[src/rtl/npc.sv]
// Next-PC selection for the multicycle core: picks sequential, branch, jump or
// jump-register target and registers it onto pcout every cycle.
module npc #(
    parameter logic [31:0] RESET_PC = 32'h0000_3000,
    parameter int unsigned WIDTH    = 32
) (
    input  logic             clk,
    input  logic             rst,
    input  logic [WIDTH-1:0] pcin,
    input  logic [WIDTH-1:0] pc_ori,
    input  logic [1:0]       npc_sel,
    input  logic             zero,
    input  logic [WIDTH-1:0] imm32,
    output logic [WIDTH-1:0] pcout
);

    localparam logic [1:0] SEL_SEQ    = 2'b00;
    localparam logic [1:0] SEL_BRANCH = 2'b01;
    localparam logic [1:0] SEL_JUMP   = 2'b10;
    localparam logic [1:0] SEL_JR     = 2'b11;

    logic [WIDTH-1:0] branch_target;
    logic [WIDTH-1:0] jump_target;
    logic [WIDTH-1:0] nxt;

    // Shift drops imm32[31:30]; carry out of the add is discarded so it wraps.
    assign branch_target = pcin + {imm32[WIDTH-3:0], 2'b00};

    // Region-relative jump keeps the top nibble of the sequential address.
    assign jump_target = {pcin[WIDTH-1:WIDTH-4], imm32[25:0], 2'b00};

    always_comb begin
        nxt = pcin;
        unique case (npc_sel)
            SEL_SEQ:    nxt = pcin;
            SEL_BRANCH: nxt = zero ? branch_target : pcin;
            SEL_JUMP:   nxt = jump_target;
            SEL_JR:     nxt = imm32;
            default:    nxt = pcin;
        endcase
    end

    always_ff @(posedge clk or negedge rst) begin
        if (!rst) begin
            pcout <= RESET_PC;
        end else begin
            pcout <= nxt;
        end
    end

    // pc_ori is carried for debug visibility only and never steers nxt.
    logic unused_pc_ori;
    assign unused_pc_ori = ^pc_ori;

endmodule

[config.mk]
export PLATFORM = sky130hd
export DESIGN_NAME = npc
export DESIGN_NICKNAME = d
export VERILOG_FILES = /design/src/rtl/npc.sv
export SDC_FILE = /design/constraint.sdc
export NUM_CORES = 1
export LEC_CHECK = 0
export CORE_MARGIN = 2
export CORE_UTILIZATION = 49
export DETAILED_ROUTE_END_ITERATION = 10
export GPL_ROUTABILITY_DRIVEN = 0
export PLACE_DENSITY = 0.95
export SYNTH_ARGS = -nofsm -noshare
export SYNTH_HDL_FRONTEND = slang
export SYNTH_SLANG_ARGS = --single-unit
[constraint.sdc]
create_clock -name clk -period 0.9 [get_ports clk]
set_input_delay 0.09 -clock clk [delete_from_list [all_inputs] [get_ports clk]]
set_output_delay 0.09 -clock clk [all_outputs]
set_load 0.1 [all_outputs]
==> results_dict.tcl, run 1 <==
set metrics [dict create \
    std_cell_rows 30 \
    tool.error "[ERROR DPL-0038] Utilization greater than 100%, impossible to legalize" \
    ys.flop_type "dfrtp_1" \
    outcome "did not finish" \
    synth.distinct_cells 70 \
    synthTopCellsByArea "dfrtp_1 22%, ha_1 11%, mux2i_1 7.0%, a21oi_1 6.4%, nand2_1 5.4%" \
    synth_cells 419 \
    ys_async_sr_fraction_pct 100 \
    clock_path_buffers 2 \
    numCtsBuffers 5 \
    dpl.hpwl_microns 14500 \
    cts_setup_buffers 46 \
    synth-edff-count 0 \
    start_util_pct 50.8 \
    cts_sinks 32 \
    synth_nets 550 \
    ys.warnings.count 0 \
    dpl_cell_area_sq_um 6210 \
    lastStage "clock tree synthesis" \
    synth_largest_area_cell "dfrtp_1" \
    hold_buffers 0 \
    synth_common_cells "50 x nand2_1, 44 x a21oi_1, 30 x dfrtp_1" \
    die-width_microns 88.0 \
    synth-seq-area-share_pct 23.3 \
    cts-resized-gates 331 \
    synth.cell_area_sq_um 3450 \
    synth_most_common_cell "nand2_1" \
    ys_ff_latch 32 \
    die_y_microns 88.0 \
    cts_root_buffer "clkbuf_8" \
    synth.avg_cell_area_sq_um 8.24 \
    htree_levels 2 \
    synth_top_area_share_pct 21.7 \
    ios 133 \
    portBuffers 100 \
]
through the flow:
step,hold slack [ns],cells,setup WS [ns]
3_5_place_dp,0.485,742,-1.76
2_1_floorplan,-0.206,419,-1.00
3_3_place_gp,0.477,742,-1.59
cells by family after synthesis:
logic type	after synthesis	synth area share (%)
AOI/OAI and AO/OA	154	31.6
and+or+nand+nor	131	18.5
DFF	32	23.3
xor gates and xnor gates	16	4.06
muxes	27	7.93
adders and majority gates	30	11.1
buffers and inverters	29	3.59
==> inputs of run 2 (changes only) <==
Settings changed: CORE_UTILIZATION 49 to 40, PLACE_DENSITY 0.95 to unset, PLACE_DENSITY_LB_ADDON set to 0.15.
==> run 2 against run 1 <==
The flow now finishes, with violations (negative setup slack); synthesized area unchanged; synthesized cell count unchanged.
==> results_dict.tcl, run 2 <==
set metrics [dict create \
    outcome "finished, violations left" \
    violations "negative setup slack" \
    muxShareOfSynthArea_pct 7.93 \
    synth-seq-area-share_pct 23.3 \
    wl_per_cell_microns 24.6 \
    final_common_cell "buf_4" \
    ys.flop_type "dfrtp_1" \
    min-delay-start "pcin[13]" \
    synth_cells 419 \
    regMostFlops "pcout" \
    synth_largest_area_cell "dfrtp_1" \
    synth.cell_area_sq_um 3450 \
    hold_buffers 0 \
    synth.avg_cell_area_sq_um 8.24 \
    cap_viol_max_count 0 \
    synthTopCellsByArea "dfrtp_1 22%, ha_1 11%, mux2i_1 7.0%, a21oi_1 6.4%, nand2_1 5.4%" \
    cts.clk_slew.worst_paths_ns 0.08 \
    final_cell_mix "166 x buf_4, 41 x nand2_1, 34 x buf_12" \
    vdd_drop_max_v 0.00101 \
    synth_nets 550 \
    vias 5274 \
    track_usage_pct 35.7 \
    leakagePower_uw 0.00317 \
    antenna_cells 0 \
    area_delta_synth_final_pct 108 \
    drtIter0Drc 520 \
    cts_root_buffer "clkbuf_8" \
    setup_viol 61 \
    holdPathStages 3 \
    cts_sinks 32 \
    synth_most_common_cell "nand2_1" \
    synthAdderAreaFrac_pct 11.1 \
    synth_top_family_by_area "compound AO/OA/AOI/OAI gates" \
    drv_slew 0 \
    final_nets 829 \
    htree_levels 2 \
    fmax_ghz 0.488 \
    rsz0062_at_grt "yes" \
    worstPathMaxFanout 5 \
    portBuffers 100 \
    antenna_found_initial 0 \
    wl_microns 19800 \
    hold_violations 0 \
    synth_compound_area_share_pct 31.6 \
    hold_end "pcout[13]$_DFF_PN1_" \
    crit_path_end_kind "flop" \
    remaining_drc_errors 0 \
    via_per_inst 6.56 \
    synth.distinct_cells 70 \
    die_y_microns 96.9 \
    synth_common_cells "50 x nand2_1, 44 x a21oi_1, 30 x dfrtp_1" \
    hold_class "in2reg" \
    ios 133 \
    dpl.hpwl_microns 10500 \
    timing.setup.tns_ns -27.13 \
    ys_async_sr_fraction_pct 100 \
    synthSimpleGateAreaFrac_pct 18.5 \
    start_util_pct 41.6 \
    crit_type "in2reg" \
    finalPower_uw 9170 \
    clock_path_buffers 2 \
    final_antenna_net_count 0 \
    drive_gt1_share_pct 60.2 \
    cts_tree "built" \
    std_cell_rows 33 \
    cp.arrival_ns 2.27 \
    relSlewSlack_pct 58.7 \
    die-width_microns 96.9 \
    worstMarginPinSlew_ns 0.619 \
    core_sq_um 8300 \
    synth-edff-count 0 \
    finalWorstSetupSlack_ns -1.15 \
    grt.overflow.total 0 \
    synth_top_area_share_pct 21.7 \
    grt_max_degree 23 \
    ys_ff_latch 32 \
    grt_pass1_vias 5223 \
    numCtsBuffers 5 \
    finalCritPeriodShare_pct 227 \
    ys.warnings.count 0 \
    startpoint_type "input port" \
    die_area_sq_um 9400 \
    cp.required_ns 1.12 \
    powerDensity_nw_per_um2 1270 \
    finalCriticalPeriod_ns 2.05 \
    grt_pass1_wl_microns 27000 \
    top_regs "pcout (32)" \
    largest_register_ffs 32 \
    dr.pass1.iters 6 \
    synth_xor_area_share_pct 4.06 \
]
## run 2: critical path, cell delays in order
cell	delay [ns]
clkdlybuf4s15_2	0.21
ha_4	0.25
buf_4	0.16
a21oi_1	0.39
nand2_2	0.16
o211ai_4	0.13
a21oi_4	0.10
buf_6	0.13
buf_6	0.11
o211ai_1	0.24
o211ai_1	0.15
a21oi_1	0.15
## run 2: repair_timing
item	in CTS	in global routing
endpoints found under the setup margin	64	62
gates resized for setup	176	98
pin swaps	63	54
buffers inserted	29	8
endpoints found under the hold margin	0	0
## run 2: logic make-up after synthesis
| logic type | after synthesis |
|---|---|
| AO/OA/AOI/OAI | 154 |
| XOR/XNOR | 16 |
| adder cells (fa/ha/maj) | 30 |
| buffers and inverters | 29 |
| flip-flops | 32 |
| multiplexers | 27 |
| AND/OR/NAND/NOR | 131 |
## run 2: power by group
part	total, uW	internal (uW)	switching, uW
Clock	1490	824	667
Sequential	1790	1640	150
Combinational	5890	2560	3330
## run 2: cell type report
type	instances	area, sq um
Sequential cell	32	847
Clock buffer	6	72.6
Tap cell	105	131
Timing Repair Buffer	289	2690
Clock inverter	2	35.0
Inverter	12	46.3
Fill cell	387	1100
Multi-Input combinational cell	358	3370
## run 2: layer usage
layer / wire length [microns] / up-vias / GRT usage, %
met2: 9140 / 494 / 61.8
met5: 0 / - / 0
met1: 6900 / 2433 / 42.4
met4: 1860 / 0 / 20.8
li1: - / 2144 / -
met3: 1920 / 203 / 4.34
## run 2: worst max-delay path by stage
stage | start | end | cells past startpoint
finish | pcin[9] | pcout[20]$_DFF_PN0_ | 12
global route | pcin[9] | pcout[20]$_DFF_PN0_ | 12
global placement | pcin[2] | pcout[28]$_DFF_PN0_ | 11
floorplan | pcin[2] | pcout[16]$_DFF_PN0_ | 10
CTS | imm32[0] | pcout[28]$_DFF_PN0_ | 11
detailed placement | pcin[2] | pcout[28]$_DFF_PN0_ | 11
## run 2: metrics by stage
stage | setup slack [ns] | hold slack, ns | area (sq um) | cells | util (%)
detailed placement | -1.67 | 0.523 | 6280 | 759 | 75.7
CTS | -0.935 | 0.117 | 7030 | 796 | 84.7
finish | -1.15 | 0.102 | 7200 | 804 | 86.7
global placement | -1.61 | 0.537 | 6280 | 759 | 75.7
floorplan | -1.00 | -0.206 | 3790 | 419 | -
global route | -1.17 | 0.0994 | 7200 | 804 | 86.7
No activity file was read; power rests on OpenSTA's default activity.
==> patch 1, RTL diff (settings of run 2) <==
Put one more register stage on the output `pcout`. The value now appears one clock later. Comments in the files are not updated.
--- a/src/rtl/npc.sv
+++ b/src/rtl/npc.sv
@@ -18,6 +18,8 @@
     localparam logic [1:0] SEL_BRANCH = 2'b01;
     localparam logic [1:0] SEL_JUMP   = 2'b10;
     localparam logic [1:0] SEL_JR     = 2'b11;
+
+    logic [WIDTH-1:0] pcout_s0;
 
     logic [WIDTH-1:0] branch_target;
     logic [WIDTH-1:0] jump_target;
@@ -42,9 +44,9 @@
 
     always_ff @(posedge clk or negedge rst) begin
         if (!rst) begin
-            pcout <= RESET_PC;
+            pcout_s0 <= RESET_PC;
         end else begin
-            pcout <= nxt;
+            pcout_s0 <= nxt;
         end
     end
 
@@ -52,5 +54,9 @@
     logic unused_pc_ori;
     assign unused_pc_ori = ^pc_ori;
 
+    always_ff @(posedge clk) begin
+        pcout <= pcout_s0;
+    end
+
 endmodule
 
Function: changed (Yosys sat finds a counterexample within 4 cycles, from zero or initial values and one cycle with rst low).
==> patch 1 against run 2 <==
  * The flow still finishes with violations (setup timing)
  * Sequential cell count grew 32
  * Area after synthesis is 19% higher
  * Count of clock-buffer cells in the layout rose by 4
  * Non-clock buffer count is 16 higher
  * Final cell count rose by 10%
  * Final area up 15%
  * Power is 33% higher
  * Sequential power is 90% higher
  * Worst setup slack improved by 0.27 ns
  * First-iteration DRC count fell by 11%
  * Wire length decreased by 6.6%
  * Hold slack got worse by 0.035 ns
  * Maximum frequency rose by 15%
  * Critical endpoint is now pcout_s0[12]
==> patch 1: results (changes against run 2) <==
[metrics] status: finished with violations
[metrics] failing checks: setup timing
[metrics] synthesized-area fraction occupied by xor and xnor cells: 3.42% (-0.63 points)
[metrics] Slew HR: 67.9% (+9.2 points)
[metrics] average wire length per cell after detail routing: 20.8 µm (-15%)
[metrics] most instantiated flip-flop cell in the synthesis netlist: dfxtp_1
[metrics] number of global-route vias before repair: 5,359 (+2.6%)
[metrics] minimum hold slack: 0.0670 ns (-0.0351 ns)
[metrics] critical path arrival: 2.02 ns (-0.25 ns)
[metrics] first-pass GRT wire length: 27,900 µm (+3.1%)
[metrics] internal power contribution: 0.00752 W (+50%)
[metrics] pin count of the biggest net entering global routing: 33 (+43%)
[metrics] number of failing setup endpoints in the final timing report: 62 (+1.6%)
[metrics] deepest level of the CTS H-tree: 3 (+1)
[metrics] number of buffers added by the clock tree synthesis step: 9 (+4)
[metrics] router iterations before antenna repair: 5 (-1)
[metrics] cells taking the most area after synthesis: dfrtp_1 18%, dfxtp_1 16%, ha_1 8.9%
[metrics] reg-to-reg startpoint: pcout_s0[13]
[metrics] share of synthesized area spent on multiplexers: 6.69% (-1.2 points)
[metrics] average via count per standard cell: 5.90 (-10%)
[metrics] worst hold start: pcin[4]
[metrics] synth warn: 0 (unchanged)
[metrics] DPL Wire Length: 11,800 µm (+13%)
[metrics] initial antenna violation count: 0 (unchanged)
[metrics] Worst R2R End: pcout[13]
[metrics] fraction of layout instances using a drive strength above 1: 61.5% (+1.2 points)
[metrics] Worst R2R Setup Slack: approximately 0.32 ns
[metrics] library cells used by synthesis: 71 (+1.4%)
[metrics] endpoint of the worst hold path: pcout_s0[4]
[metrics] commonest cells in the netlist: 50 x nand2_1, 44 x a21oi_1, 32 x dfxtp_1
[metrics] combined global-route utilization of all metal layers: 32.1% (-3.7 points)
[metrics] top fanout value on the critical path: 4 (-1)
[metrics] total routed wirelength: 18,500 µm (-6.6%)
[metrics] layout filler cell count: 504 (+30%)
[metrics] clock insertion delay at the later pin of the skew report: around 0.34 ns
[metrics] net count after synthesis: 582 (+5.8%)
[metrics] placement-stage cell area: 7020 µm² (+12%)
[metrics] drt initial violations: 462 (-11%)
[metrics] post-synthesis share of cell area spent on full adders, half adders and majority gates: 9.35% (-1.7 points)
[metrics] Inst Count DP: 826 (+8.8%)
[metrics] number of cells produced by synthesis: 451 (+7.6%)
[metrics] sequential area share after synthesis: 35.3% (+12 points)
[metrics] biggest registers after layout: pcout x32, pcout_s0 x32
[metrics] min setup slack post-route: -0.879 ns (+0.268 ns)
[metrics] hold path cells: 3 (unchanged)
[metrics] ys async rst share: 50.0% (-50 points)
[metrics] worst vdd ir: 0.00101 V (-0.31%)
[metrics] Pleak: 3.66 nW (+15%)
[metrics] setup TNS after final layout: -20.92 ns (+6.21 ns)
[metrics] number of nets in the layout: 881 (+6.3%)
[metrics] share of the synthesized area in compound gates (AO/OA/AOI/OAI): 26.7% (-4.9 points)
[patch 1: changes by cell type in the layout (fill, tap and decap cells not counted), moves of 6 or more]
cell and delta:
a21oi_2 +6, buf_2 +16, buf_4 +10, buf_6 +10
clkbuf_2 -15, dfrtp_1 +29, dfrtp_2 -29, dfxtp_2 +32
dlygate4sd2_1 -6, o21ai_2 -6
[patch 1: per-stage QoR]
| step | util, % | worst slack [ns] |
|---|---|---|
| after global routing | 83.8 | -0.917 |
| after global placement | 71.2 | -1.57 |
| final | 83.8 | -0.879 |
| after floorplan | - | -1.00 |
| after CTS | 81.2 | -0.823 |
| after detailed placement | 71.2 | -1.63 |
[patch 1: final cells by class]
type	instances	area (µm²)	share of cell area, %
multi-input cells	358	3460	41.9
repair buffers	305	2890	34.9
flip-flops and latches	64	1480	18.0
well taps	133	166	2.01
clock buffers	10	128	1.54
clock inverters	6	92.6	1.12
inverters	12	46.3	0.560
[patch 1: worst max-delay path by stage]
| stage | from | endpoint | slack [ns] | cells after the start |
|---|---|---|---|---|
| after detailed placement | pcin[2] | pcout_s0[12] | -1.63 | 11 |
| after floorplan | pcin[2] | pcout_s0[16] | -1.0 | 10 |
| after CTS | imm32[0] | pcout_s0[28] | -0.82 | 11 |
| final | imm32[0] | pcout_s0[12] | -0.88 | 12 |
| after global placement | pcin[2] | pcout_s0[8] | -1.57 | 11 |
| after global routing | imm32[0] | pcout_s0[12] | -0.92 | 12 |
[patch 1: what timing repair did]
action,4_1_cts,5_1_grt
pin swaps,98,56
gates resized for setup,305,53
buffers inserted,35,15
endpoints found under the setup margin,64,64
hold buffers,0,0
gates cloned,0,0
endpoints found under the hold margin,0,0
[patch 1: worst max-delay path, cell delays in order]
cell and delay [ns]:
buf_8 0.10, ha_4 0.15, inv_2 0.05, fa_2 0.19
and2b_4 0.19, o31a_4 0.32, buf_4 0.16, o21ai_4 0.16
o21bai_1 0.11, a21oi_2 0.17, xor2_1 0.19, o221ai_1 0.14
[patch 1: routing by layer]
layer / vias to the layer above / global-route usage, % / share of wire (%)
met4: 0 / 13.7 / 5.0
li1: 2297 / - / -
met1: 2509 / 39.3 / 38
met5: - / 0 / 0
met2: 345 / 53.5 / 48
met3: 88 / 7.55 / 8.8
[patch 1: power groups by stage]
stage / combinational, W / clock, W / sequential, W
global placement: 0.00481 / 0 / 0.00345
detailed placement: 0.00490 / 0 / 0.00346
finish: 0.00603 / 0.00272 / 0.00340
global route: 0.00626 / 0.00288 / 0.00343
CTS: 0.00554 / 0.00274 / 0.00341
floorplan: 0.00154 / 0 / 0.00455
==> patch 2, RTL diff (flow settings as in run 2) <==
Without the edit above. `RESET_PC`: 32'h0000_3000 -> 32'h00002000.
--- a/src/rtl/npc.sv
+++ b/src/rtl/npc.sv
@@ -1,7 +1,7 @@
 // Next-PC selection for the multicycle core: picks sequential, branch, jump or
 // jump-register target and registers it onto pcout every cycle.
 module npc #(
-    parameter logic [31:0] RESET_PC = 32'h0000_3000,
+    parameter logic [31:0] RESET_PC = 32'h00002000,
     parameter int unsigned WIDTH    = 32
 ) (
     input  logic             clk,
Check against the original RTL: not equivalent (Yosys sat finds a counterexample within 4 cycles, from zero or initial values and one cycle with rst low).
==> patch 2 against run 2 <==
  * The run still ends with setup timing left
  * Core utilization rose by 2.0 points
  * Area after synthesis is essentially flat
  * Power grew 2.4%
  * Wire length grew 5.6%
  * Sequential cell count stayed put
  * Global-route usage rose by 1.4 points
  * Worst setup slack improved by 0.040 ns
  * Hold slack got worse by 0.00097 ns
  * Die area about the same
  * Final area rose by 2.3%
  * Critical path type unchanged
  * Largest power group unchanged
  * Highest routed layer unchanged
==> patch 2: results (changes against run 2) <==
[metrics] net count after synthesis: 550 (unchanged)
[metrics] status: finished with violations
[metrics] library cells used by synthesis: 70 (unchanged)
[metrics] router iterations before antenna repair: 8 (+2)
[metrics] critical path arrival: 2.20 ns (-0.07 ns)
[metrics] clock tree buffer depth: 2 (unchanged)
[metrics] pin count of the biggest net entering global routing: 21 (-8.7%)
[metrics] post-placement worst setup slack: -1.68 ns (-0.0121 ns)
[metrics] Pleak: 3.23 nW (+1.6%)
[metrics] final cell count without fillers: 807 (+0.37%)
[metrics] cells taking the most area after synthesis: dfrtp_1 22%, ha_1 11%, mux2i_1 7.0%
[metrics] DR vias: 5,385 (+2.1%)
[metrics] fraction of layout instances using a drive strength above 1: 60.1% (-0.11 points)
[metrics] top fanout value on the critical path: 3 (-2)
[metrics] post-detailed-route count of antenna-violating nets: 0 (unchanged)
[metrics] setup TNS after final layout: -26.65 ns (+0.477 ns)
[metrics] clk slew on worst S/H paths: 0.09 ns
[metrics] kind of path behind the tightest hold check: primary input to register
[metrics] average wire length per cell after detail routing: 25.9 µm (+5.2%)
[metrics] DPL Wire Length: 10,500 µm (about the same)
[metrics] number of nets in the layout: 832 (+0.36%)
[metrics] initial antenna violation count: 0 (unchanged)
[metrics] synth warn: 0 (unchanged)
[metrics] biggest registers after layout: pcout x32
[metrics] failing checks: setup timing
[metrics] worst vdd ir: 0.000917 V (-9.5%)
[metrics] ys async rst share: 100% (unchanged)
[metrics] placement-stage cell area: 6230 µm² (-0.82%)
[metrics] commonest cells in the netlist: 50 x nand2_1, 44 x a21oi_1, 31 x dfrtp_1
[metrics] most instantiated flip-flop cell in the synthesis netlist: dfrtp_1
[metrics] first-pass GRT wire length: 28,100 µm (+4.1%)
[metrics] sequential area share after synthesis: 23.2% (-0.028 points)
[metrics] number of buffers added by the clock tree synthesis step: 5 (unchanged)
[metrics] number of buffers inserted by port buffering: 100 (unchanged)
[metrics] number of failing setup endpoints in the final timing report: 61 (unchanged)
[metrics] drt initial violations: 530 (+1.9%)
[metrics] number of inserted diodes: 0 (unchanged)
[metrics] deepest level of the CTS H-tree: 2 (unchanged)
[metrics] number of global-route vias before repair: 5,376 (+2.9%)
[metrics] transition time of the tightest slew-check pin: 0.795 ns (+0.177 ns)
[metrics] Inst Count DP: 751 (-1.1%)
[metrics] combined global-route utilization of all metal layers: 37.2% (+1.4 points)
[metrics] number of cells produced by synthesis: 419 (unchanged)
[metrics] min setup slack post-route: -1.11 ns (+0.0403 ns)
==> patch 2: kinds of logic (layout without fill, tap and decap cells) <==
family / Yosys count / after routing / synth area share [%]
AO/OA/AOI/OAI: 154 / 154 / 31.6
AND/OR/NAND/NOR: 131 / 131 / 18.5
flip-flops: 32 / 32 / 23.2
adder cells (fa/ha/maj): 30 / 30 / 11.1
buffers and inverters: 29 / 312 / 3.59
multiplexers: 27 / 27 / 7.93
XOR/XNOR: 16 / 16 / 4.06
==> patch 2: what timing repair did <==
action | 4_1_cts | 5_1_grt
hold endpoints to repair | 0 | 1
pin swaps | 98 | 47
hold buffers | 0 | 1
resized for setup | 234 | 56
buffers inserted | 32 | 15
setup endpoints to repair | 64 | 62
==> patch 2: layout make-up <==
| class | count | area (µm²) |
|---|---|---|
| Timing Repair Buffer | 292 | 2850 |
| Multi-Input combinational cell | 358 | 3390 |
| Clock buffer | 5 | 68.8 |
| Clock inverter | 3 | 42.5 |
| Sequential cell | 32 | 843 |
| Inverter | 12 | 46.3 |
| Tap cell | 105 | 131 |
| Fill cell | 331 | 931 |
==> patch 2: layer usage <==
layer | global-route usage [%] | vias to the layer above | part of all wire (%)
li1 | - | 2156 | -
met1 | 41.2 | 2521 | 34
met3 | 6.58 | 199 | 11
met2 | 64.5 | 509 | 46
met5 | 0 | - | 0
met4 | 25.1 | 0 | 9.3
==> patch 2: worst max-delay path, stage by stage <==
cell and delay, ns:
clkdlybuf4s15_1 0.24, ha_4 0.32, buf_4 0.12, o211ai_1 0.15
buf_4 0.20, a21oi_2 0.18, o21ai_4 0.10, buf_4 0.15
a21oi_1 0.16, nor2_1 0.07, xor2_1 0.15, o221ai_1 0.28
==> patch 2: path summary, 6_finish.rpt <==
check	from	to	slack, ns	depth (start not counted)
setup / recovery	pcin[8]	pcout[18]	-1.11	12
hold / removal	pcin[12]	pcout[12]	0.10	3
max in group asynchronous	rst	pcout[13]	0.48	2
min in group asynchronous	rst	pcout[4]	0.21	2
==> patch 2: metrics by stage <==
stage          hold slack (ns)  util, %
3_3_place_gp             0.545     75.1
4_1_cts                 0.0591     84.7
2_1_floorplan           -0.206        -
6_report                 0.101     88.8
5_1_grt                 0.0916     88.8
3_5_place_dp             0.536     75.1
==> patch 2: power by group <==
group	internal [W]	switching [W]	total, W
registers	0.00163	0.000145	0.00177
logic	0.00263	0.00341	0.00604
clock network	0.000822	0.000756	0.00158
total	0.00508	0.00431	0.00939
